File: src/rtl/cache_fill_arbiter.sv
// Arbitrates I-miss, D-miss and D write-through onto one pipelined memory port and streams block fills back.
// Optional: define FILL_CRITICAL_WORD_FIRST_EN to start fills at the missed word and wrap modulo BLK_WORDS.
module cache_fill_arbiter #(
    parameter int ADDR_W    = 16,
    parameter int DATA_W    = 16,
    parameter int BLK_WORDS = 8
) (
    input  logic                         clk,
    input  logic                         rst_n,
    input  logic                         i_miss,
    input  logic [ADDR_W-1:0]            i_miss_addr,
    input  logic                         d_miss,
    input  logic [ADDR_W-1:0]            d_miss_addr,
    input  logic                         d_wr,
    input  logic [ADDR_W-1:0]            d_wr_addr,
    input  logic [DATA_W-1:0]            d_wr_data,
    output logic                         mem_enable,
    output logic                         mem_wr,
    output logic [ADDR_W-1:0]            mem_addr,
    output logic [DATA_W-1:0]            mem_wdata,
    input  logic                         mem_data_valid,
    input  logic [DATA_W-1:0]            mem_rdata,
    output logic [DATA_W-1:0]            fill_data,
    output logic [$clog2(BLK_WORDS)-1:0] fill_word,
    output logic                         i_fill_we,
    output logic                         d_fill_we,
    output logic                         i_fill_done,
    output logic                         d_fill_done,
    output logic                         d_wr_ack,
    output logic                         arb_busy
);
    localparam int WW = $clog2(BLK_WORDS);
    localparam logic [ADDR_W-1:0] BLK_MASK = ~ADDR_W'(2 * BLK_WORDS - 1);

    typedef enum logic [1:0] {IDLE, STORE, FILL} state_t;

    state_t            state, state_nxt;
    logic [ADDR_W-1:0] addr_q;
    logic [DATA_W-1:0] wdata_q;
    logic              req_d;
    logic [WW-1:0]     start_q, issue_cnt, beat_cnt;
    logic              issue_done;
    logic [ADDR_W-1:0] miss_addr;
    logic [WW-1:0]     start_sel, issue_word, beat_word;
    logic              last_beat;

    // D side wins a same-cycle tie with I: it is older in program order.
    assign miss_addr  = d_miss ? d_miss_addr : i_miss_addr;
`ifdef FILL_CRITICAL_WORD_FIRST_EN
    assign start_sel  = miss_addr[WW:1];
`else
    assign start_sel  = '0;
`endif
    assign issue_word = start_q + issue_cnt;
    assign beat_word  = start_q + beat_cnt;
    assign last_beat  = (beat_cnt == '1);
    assign arb_busy   = (state != IDLE);

    always_comb begin
        state_nxt   = state;
        mem_enable  = 1'b0;
        mem_wr      = 1'b0;
        mem_addr    = '0;
        mem_wdata   = '0;
        fill_data   = '0;
        fill_word   = '0;
        i_fill_we   = 1'b0;
        d_fill_we   = 1'b0;
        i_fill_done = 1'b0;
        d_fill_done = 1'b0;
        d_wr_ack    = 1'b0;
        case (state)
            IDLE: begin
                if (d_wr)                  state_nxt = STORE;
                else if (d_miss || i_miss) state_nxt = FILL;
            end
            STORE: begin
                mem_enable = 1'b1;
                mem_wr     = 1'b1;
                mem_addr   = addr_q;
                mem_wdata  = wdata_q;
                d_wr_ack   = 1'b1;
                state_nxt  = IDLE;
            end
            FILL: begin
                // Issue and beat sides run independently; only the beat side ends the fill.
                if (!issue_done) begin
                    mem_enable = 1'b1;
                    mem_addr   = addr_q | ADDR_W'({issue_word, 1'b0});
                end
                fill_data = mem_rdata;
                fill_word = beat_word;
                if (mem_data_valid) begin
                    i_fill_we = !req_d;
                    d_fill_we = req_d;
                    if (last_beat) begin
                        i_fill_done = !req_d;
                        d_fill_done = req_d;
                        state_nxt   = IDLE;
                    end
                end
            end
            default: state_nxt = IDLE;
        endcase
    end

    always_ff @(posedge clk or negedge rst_n) begin
        if (!rst_n) begin
            state      <= IDLE;
            addr_q     <= '0;
            wdata_q    <= '0;
            req_d      <= 1'b0;
            start_q    <= '0;
            issue_cnt  <= '0;
            beat_cnt   <= '0;
            issue_done <= 1'b0;
        end else begin
            state <= state_nxt;
            case (state)
                IDLE: begin
                    if (d_wr) begin
                        addr_q  <= d_wr_addr;
                        wdata_q <= d_wr_data;
                    end else if (d_miss || i_miss) begin
                        req_d      <= d_miss;
                        addr_q     <= miss_addr & BLK_MASK;
                        start_q    <= start_sel;
                        issue_cnt  <= '0;
                        beat_cnt   <= '0;
                        issue_done <= 1'b0;
                    end
                end
                FILL: begin
                    if (!issue_done) begin
                        issue_cnt <= issue_cnt + 1'b1;
                        if (issue_cnt == '1) issue_done <= 1'b1;
                    end
                    if (mem_data_valid) beat_cnt <= beat_cnt + 1'b1;
                end
                default: ;
            endcase
        end
    end
endmodule
File: config.mk
export PLATFORM = sky130hd
export DESIGN_NAME = cache_fill_arbiter
export DESIGN_NICKNAME = d
export VERILOG_FILES = /design/src/rtl/cache_fill_arbiter.sv
export SDC_FILE = /design/constraint.sdc
export NUM_CORES = 1
export LEC_CHECK = 0
export ABC_AREA = 1
export CAP_MARGIN = 0
export CORE_MARGIN = 1
export CORE_UTILIZATION = 39
export CTS_CLUSTER_DIAMETER = 100
export DETAILED_ROUTE_END_ITERATION = 10
export HOLD_SLACK_MARGIN = 0.06
export PLACE_DENSITY = 0.8
export SETUP_SLACK_MARGIN = 0.05
export SLEW_MARGIN = 20
export SYNTH_ARGS = -nofsm -noshare
export SYNTH_HDL_FRONTEND = slang
export SYNTH_SLANG_ARGS = --single-unit
File: constraint.sdc
create_clock -name clk -period 1.74 [get_ports clk]
set_input_delay 0.348 -clock clk [delete_from_list [all_inputs] [get_ports clk]]
set_output_delay 0.348 -clock clk [all_outputs]
set_load 0.1 [all_outputs]
After elaboration in Yosys (flattened, before gate mapping) --
Cells that the tools add are included.
Cells by class: bitwise gates (word level) 2, equality and inequality tests 10, multiplexer cells 37, $add $sub $neg 2, reduce and logical (&&, ||, !) cells 13
Operators with widths (number):
- $mux W16 | 6
- $pmux W16 S2 | 1
- $mux W1 | 16
- $or A16 B4 Y16 | 1
- $mux W3 | 5
- $pmux W3 S2 | 2
- $ne A2 B2 Y1 const B | 5
- $reduce_and A3 Y1 | 3
- $mux W2 | 4
- $reduce_and A4 Y1 | 2
- $add A3 B1 Y3 const B | 2
- $eq A3 B3 Y1 const B | 2
- $reduce_bool A2 Y1 | 3
- $pmux W1 S2 | 2
- $pmux W2 S2 | 1
- $reduce_and A2 Y1 | 2
- $ne A3 B3 Y1 const B | 1
- $eq A2 B1 Y1 const B | 1
- $eq A2 B2 Y1 const B | 1
- $logic_not A2 Y1 | 1
- $logic_not A1 Y1 | 1
- $logic_or A1 B1 Y1 | 1
- $not A1 Y1 | 1
Storage, ports and cells: bits of input ports 86, logic and storage cells 71, flip-flop bits (word level) 42, output and inout port bits 59

Depth between registers and ports, before layout --
word-level depth 4, depth in mapped cells 9, mapped depth without buffers 9

Least setup slack after synthesis --
No wires, ideal clock.
path type register -> output, start register state[0], end output port d_fill_done, cell stages (with the launch flop) 5, path slack -2.374 ns, arrival 3.766 ns, cells stage by stage dfrtp_1 -> inv_1 -> ha_1 -> inv_1 -> nor4_1
On the way: longest elaborated chain between the ends 2
Ends and longest elaborated chain:
- from (decl) | RTL line 37 | state_t state, state_nxt;
- from (signal assigned) | RTL line 118 | state <= state_nxt;
- $eq A2 B2 Y1 | RTL line 72 | case (state)
- $mux W1 | RTL line 72
- to (decl) | RTL line 28 | output logic d_fill_done,
No other way between the ends.

Final worst setup path --
start register state[0], end output port mem_addr[1]
On the way: longest elaborated chain between the ends 2, elaborated cells between the ends (all ways) 3, those cells by class eq/ne (2); mux (1)
Ends and longest elaborated chain:
- $eq A2 B2 Y1 or $eq A2 B1 Y1 (tied branches) | RTL line 72
- $pmux W16 S2 (*) | RTL line 72
- to (decl) | RTL line 19 | output logic [ADDR_W-1:0] mem_addr,
Every way passes the cells marked *; elsewhere a longest branch is shown, timed or not.

==> metrics.cfg <==
[grt]
antenna_found_initial = 0
grt_max_degree = 28
grt_pass1_vias = 3164
grt-ovfl-total = 0
grt_use_total_pct = 28.50
grt_pass1_wl_um = 15520

[pwr]
p_sw_share_pct = 56.10
p_int_uw = 4683
combPwrFrac_pct = 76.3
power_density_nw_per_um2 = 1879
p_seq_share_pct = 16.4
p_leak_uw = 0.002591
ir_drop_mv = 1.650
p_sw_uw = 5984
clkPwrFrac_pct = 7.3

[clocking]
clock_latency_ns = 0.30
cts_buffer_depth = 2
clockRootBuffer = clkbuf_8
cts_sinks = 42
cts_buffers = 5
h-tree-depth = 2
cts.clk_slew.worst_paths_ns = 0.08
tritoncts = yes

[route]
viasPerCell = 5.113
top_layer = met4
wl_um = 10680
drc = 12
wl_met1_um = 3949
dr.pass1.iters = 7
drt_iter0_drc = 136
via_count = 3216
met2_length_um = 5803
wl_per_cell_um = 16.97
wl_met3_um = 564
drtAntennaViolNets = 0

[synth]
syn_nets = 488
synth_area_leaders = dfrtp_1 40%, nand2_1 24%, inv_1 9.8%, nand3_1 7.1%, ha_1 3.8%
synth_ff_type = dfrtp_1
synthArstFlopShare_pct = 100.0
yosysTopAreaCell = dfrtp_1
ys_warn_count = 0
ys_seq_elements = 42
synth-edff-count = 0
synth_most_common_cell = nand2_1
synth-seq-area-share_pct = 40.23
syn_avg_cell_area_um2 = 6.631
syn_inst = 394
synthesis.area_um2 = 2613
synth.distinct_cells = 20
yosysTopAreaCellShare_pct = 40.23
yosys-top-cells-count = 170 x nand2_1, 68 x inv_1, 42 x dfrtp_1

[place]
dpl.hpwl_um = 6106
port_buffers = 136
place.gp.congestion = 0.7734

[setup_path]
cp_slowest_cell = dfrtp_1
critPathMaxFanout = 5
worst_setup_path_end_kind = output port
start_kind = register
critical_path_class = reg -> out
critPathArrivalTime_ns = 1.77
crit_path_max_incr_delay_ns = 0.42
required_ns = 1.39
worstPathCellList = inv_2 > buf_6 > ha_4 > nand2_8 > a21oi_4 > buf_12

[sta]
fmax_ghz = 0.4720
setup_tns_ns = -15.70
finalSetupViolCount = 59
rsz0062_at_grt = yes
tightest_slew_ns = 0.5750
slew_viol_final = 0
max_slew_margin_pct = 61.67
finalClockSkew_ns = 0.006965
hold_viol = 0
fin_crit_sh_pct = 121.8
min_period_ns = 2.119
worst_slack_ns = -0.3787

[floorplan]
initial_core_util_pct = 40.68
row_count = 29
io_pins = 145
die_area_um2 = 7030
die_w_um = 83.85
die_h_um = 83.85
fp.coreArea_um2 = 6422

[cells_and_area]
drive_gt1_share_pct = 42.57
utilization_pct = 88.41
syn_to_final_growth_pct = 117.3
multi_input_area_um2 = 1727
fillCellCount = 294
seq_area_um2 = 1052
layout.nets = 645
n_antenna_cell = 0

[run_status]
violations = design-rule violations, negative setup slack
status = finished, violations left

[min_path]
hp-class = reg -> reg

[flow_run]
drv_cap = 0

metrics by stage:
step / setup slack [ns] / instance area [µm²] / instances / hold WS [ns] / power, µW
2_1_floorplan: -0.5057 / 3104 / 394 / 0.05241 / 6499
3_3_place_gp: -0.07273 / 5082 / 601 / 0.3501 / 8447
3_5_place_dp: -0.08975 / 5082 / 601 / 0.3655 / 8602
4_1_cts: -0.3220 / 5555 / 626 / 0.4858 / 10130
5_1_grt: -0.4189 / 5678 / 629 / 0.5232 / 11060
6_report: -0.3787 / 5678 / 629 / 0.4954 / 10670
critical path: cells and delay by family, from the launching register on:
kind,cells,cell delay (ns)
AO/OA/AOI/OAI,1,0.18
buffers and inverters,3,0.42
AND/OR/NAND/NOR,1,0.11
adder cells (fa/ha/maj),1,0.34
flip-flops,1,0.42
placed cells by master (no fill, tap or decap), types with 2 or more instances in the layout:
| cell | Yosys | layout |
|---|---|---|
| buf_4 | 1 | 14 |
| clkdlybuf4s50_1 | 0 | 76 |
| buf_12 | 0 | 65 |
| inv_2 | 3 | 4 |
| ha_1 | 8 | 4 |
| buf_6 | 5 | 4 |
| nor3_4 | 0 | 2 |
| nand2_4 | 1 | 28 |
| inv_4 | 0 | 3 |
| o21ai_0 | 5 | 5 |
| nand2_2 | 3 | 25 |
| dfrtp_1 | 42 | 41 |
| clkbuf_8 | 0 | 5 |
| ha_4 | 0 | 4 |
| nand3_1 | 37 | 36 |
| or2_2 | 12 | 12 |
| nor2_1 | 19 | 5 |
| nor4_4 | 0 | 2 |
| nor2_4 | 0 | 13 |
| nand2_8 | 0 | 2 |
| inv_1 | 68 | 25 |
| nand2_1 | 170 | 123 |
| a21oi_4 | 0 | 3 |
| clkinvlp_4 | 0 | 38 |
routing by layer:
| metal | vias to the layer above | track usage, % |
|---|---|---|
| met2 | 169 | 53.35 |
| met5 | - | 0 |
| met4 | 0 | 12.07 |
| met1 | 1532 | 31.31 |
| li1 | 1483 | - |
| met3 | 32 | 5.242 |
registers in the layout, summed over array words and instances, names as in the netlist:
name,count
addr_q,16
wdata_q,16
beat_cnt,3
issue_cnt,3
state,2
issue_done,1
req_d,1
area by class of cell:
class,count,area share [%]
Clock inverter,2,0.6611
Sequential cell,42,18.53
Clock buffer,6,1.278
Inverter,71,7.492
Tap cell,77,1.697
Multi-Input combinational cell,268,30.41
Timing Repair Buffer,163,39.93
power groups by stage:
stage | registers, µW | logic, µW | clock network, µW
floorplan | 1610 | 4880 | 0
detailed placement | 1660 | 6940 | 0
global placement | 1640 | 6810 | 0
finish | 1740 | 8140 | 778
global route | 1790 | 8450 | 823
CTS | 1660 | 7700 | 776
path summary, 6_finish.rpt:
path | start | cells after the start | end | slack [ns]
min in group asynchronous | rst_n | 2 | beat_cnt[1] | 0.57
min reg2reg | addr_q[4] | 2 | addr_q[4] | 0.50
max in group asynchronous | rst_n | 3 | addr_q[1] | 0.65
max | state[0] | 6 | mem_addr[1] | -0.38
min | addr_q[4] | 2 | addr_q[4] | 0.50
max reg2reg | state[0] | 11 | state[0] | 0.01
cells by family (layout without fill, tap and decap cells):
kind of cell | after synthesis | after routing | share of synthesized area [%]
AOI/OAI and AO/OA | 9 | 9 | 1.868
adders and majority gates | 8 | 8 | 3.832
buffers and inverters | 88 | 242 | 14.70
DFF | 42 | 42 | 40.23
and+or+nand+nor | 247 | 251 | 39.37
repair_timing:
action / in CTS / in global routing
setup endpoints to repair: 59 / 94
pin swaps: 25 / 5
gates resized for setup: 33 / 44
hold buffers: 1 / 0
gates cloned: 4 / 3
hold endpoints to repair: 21 / 0
setup buffers: 12 / 3
Power figures use the tool's default switching activity.
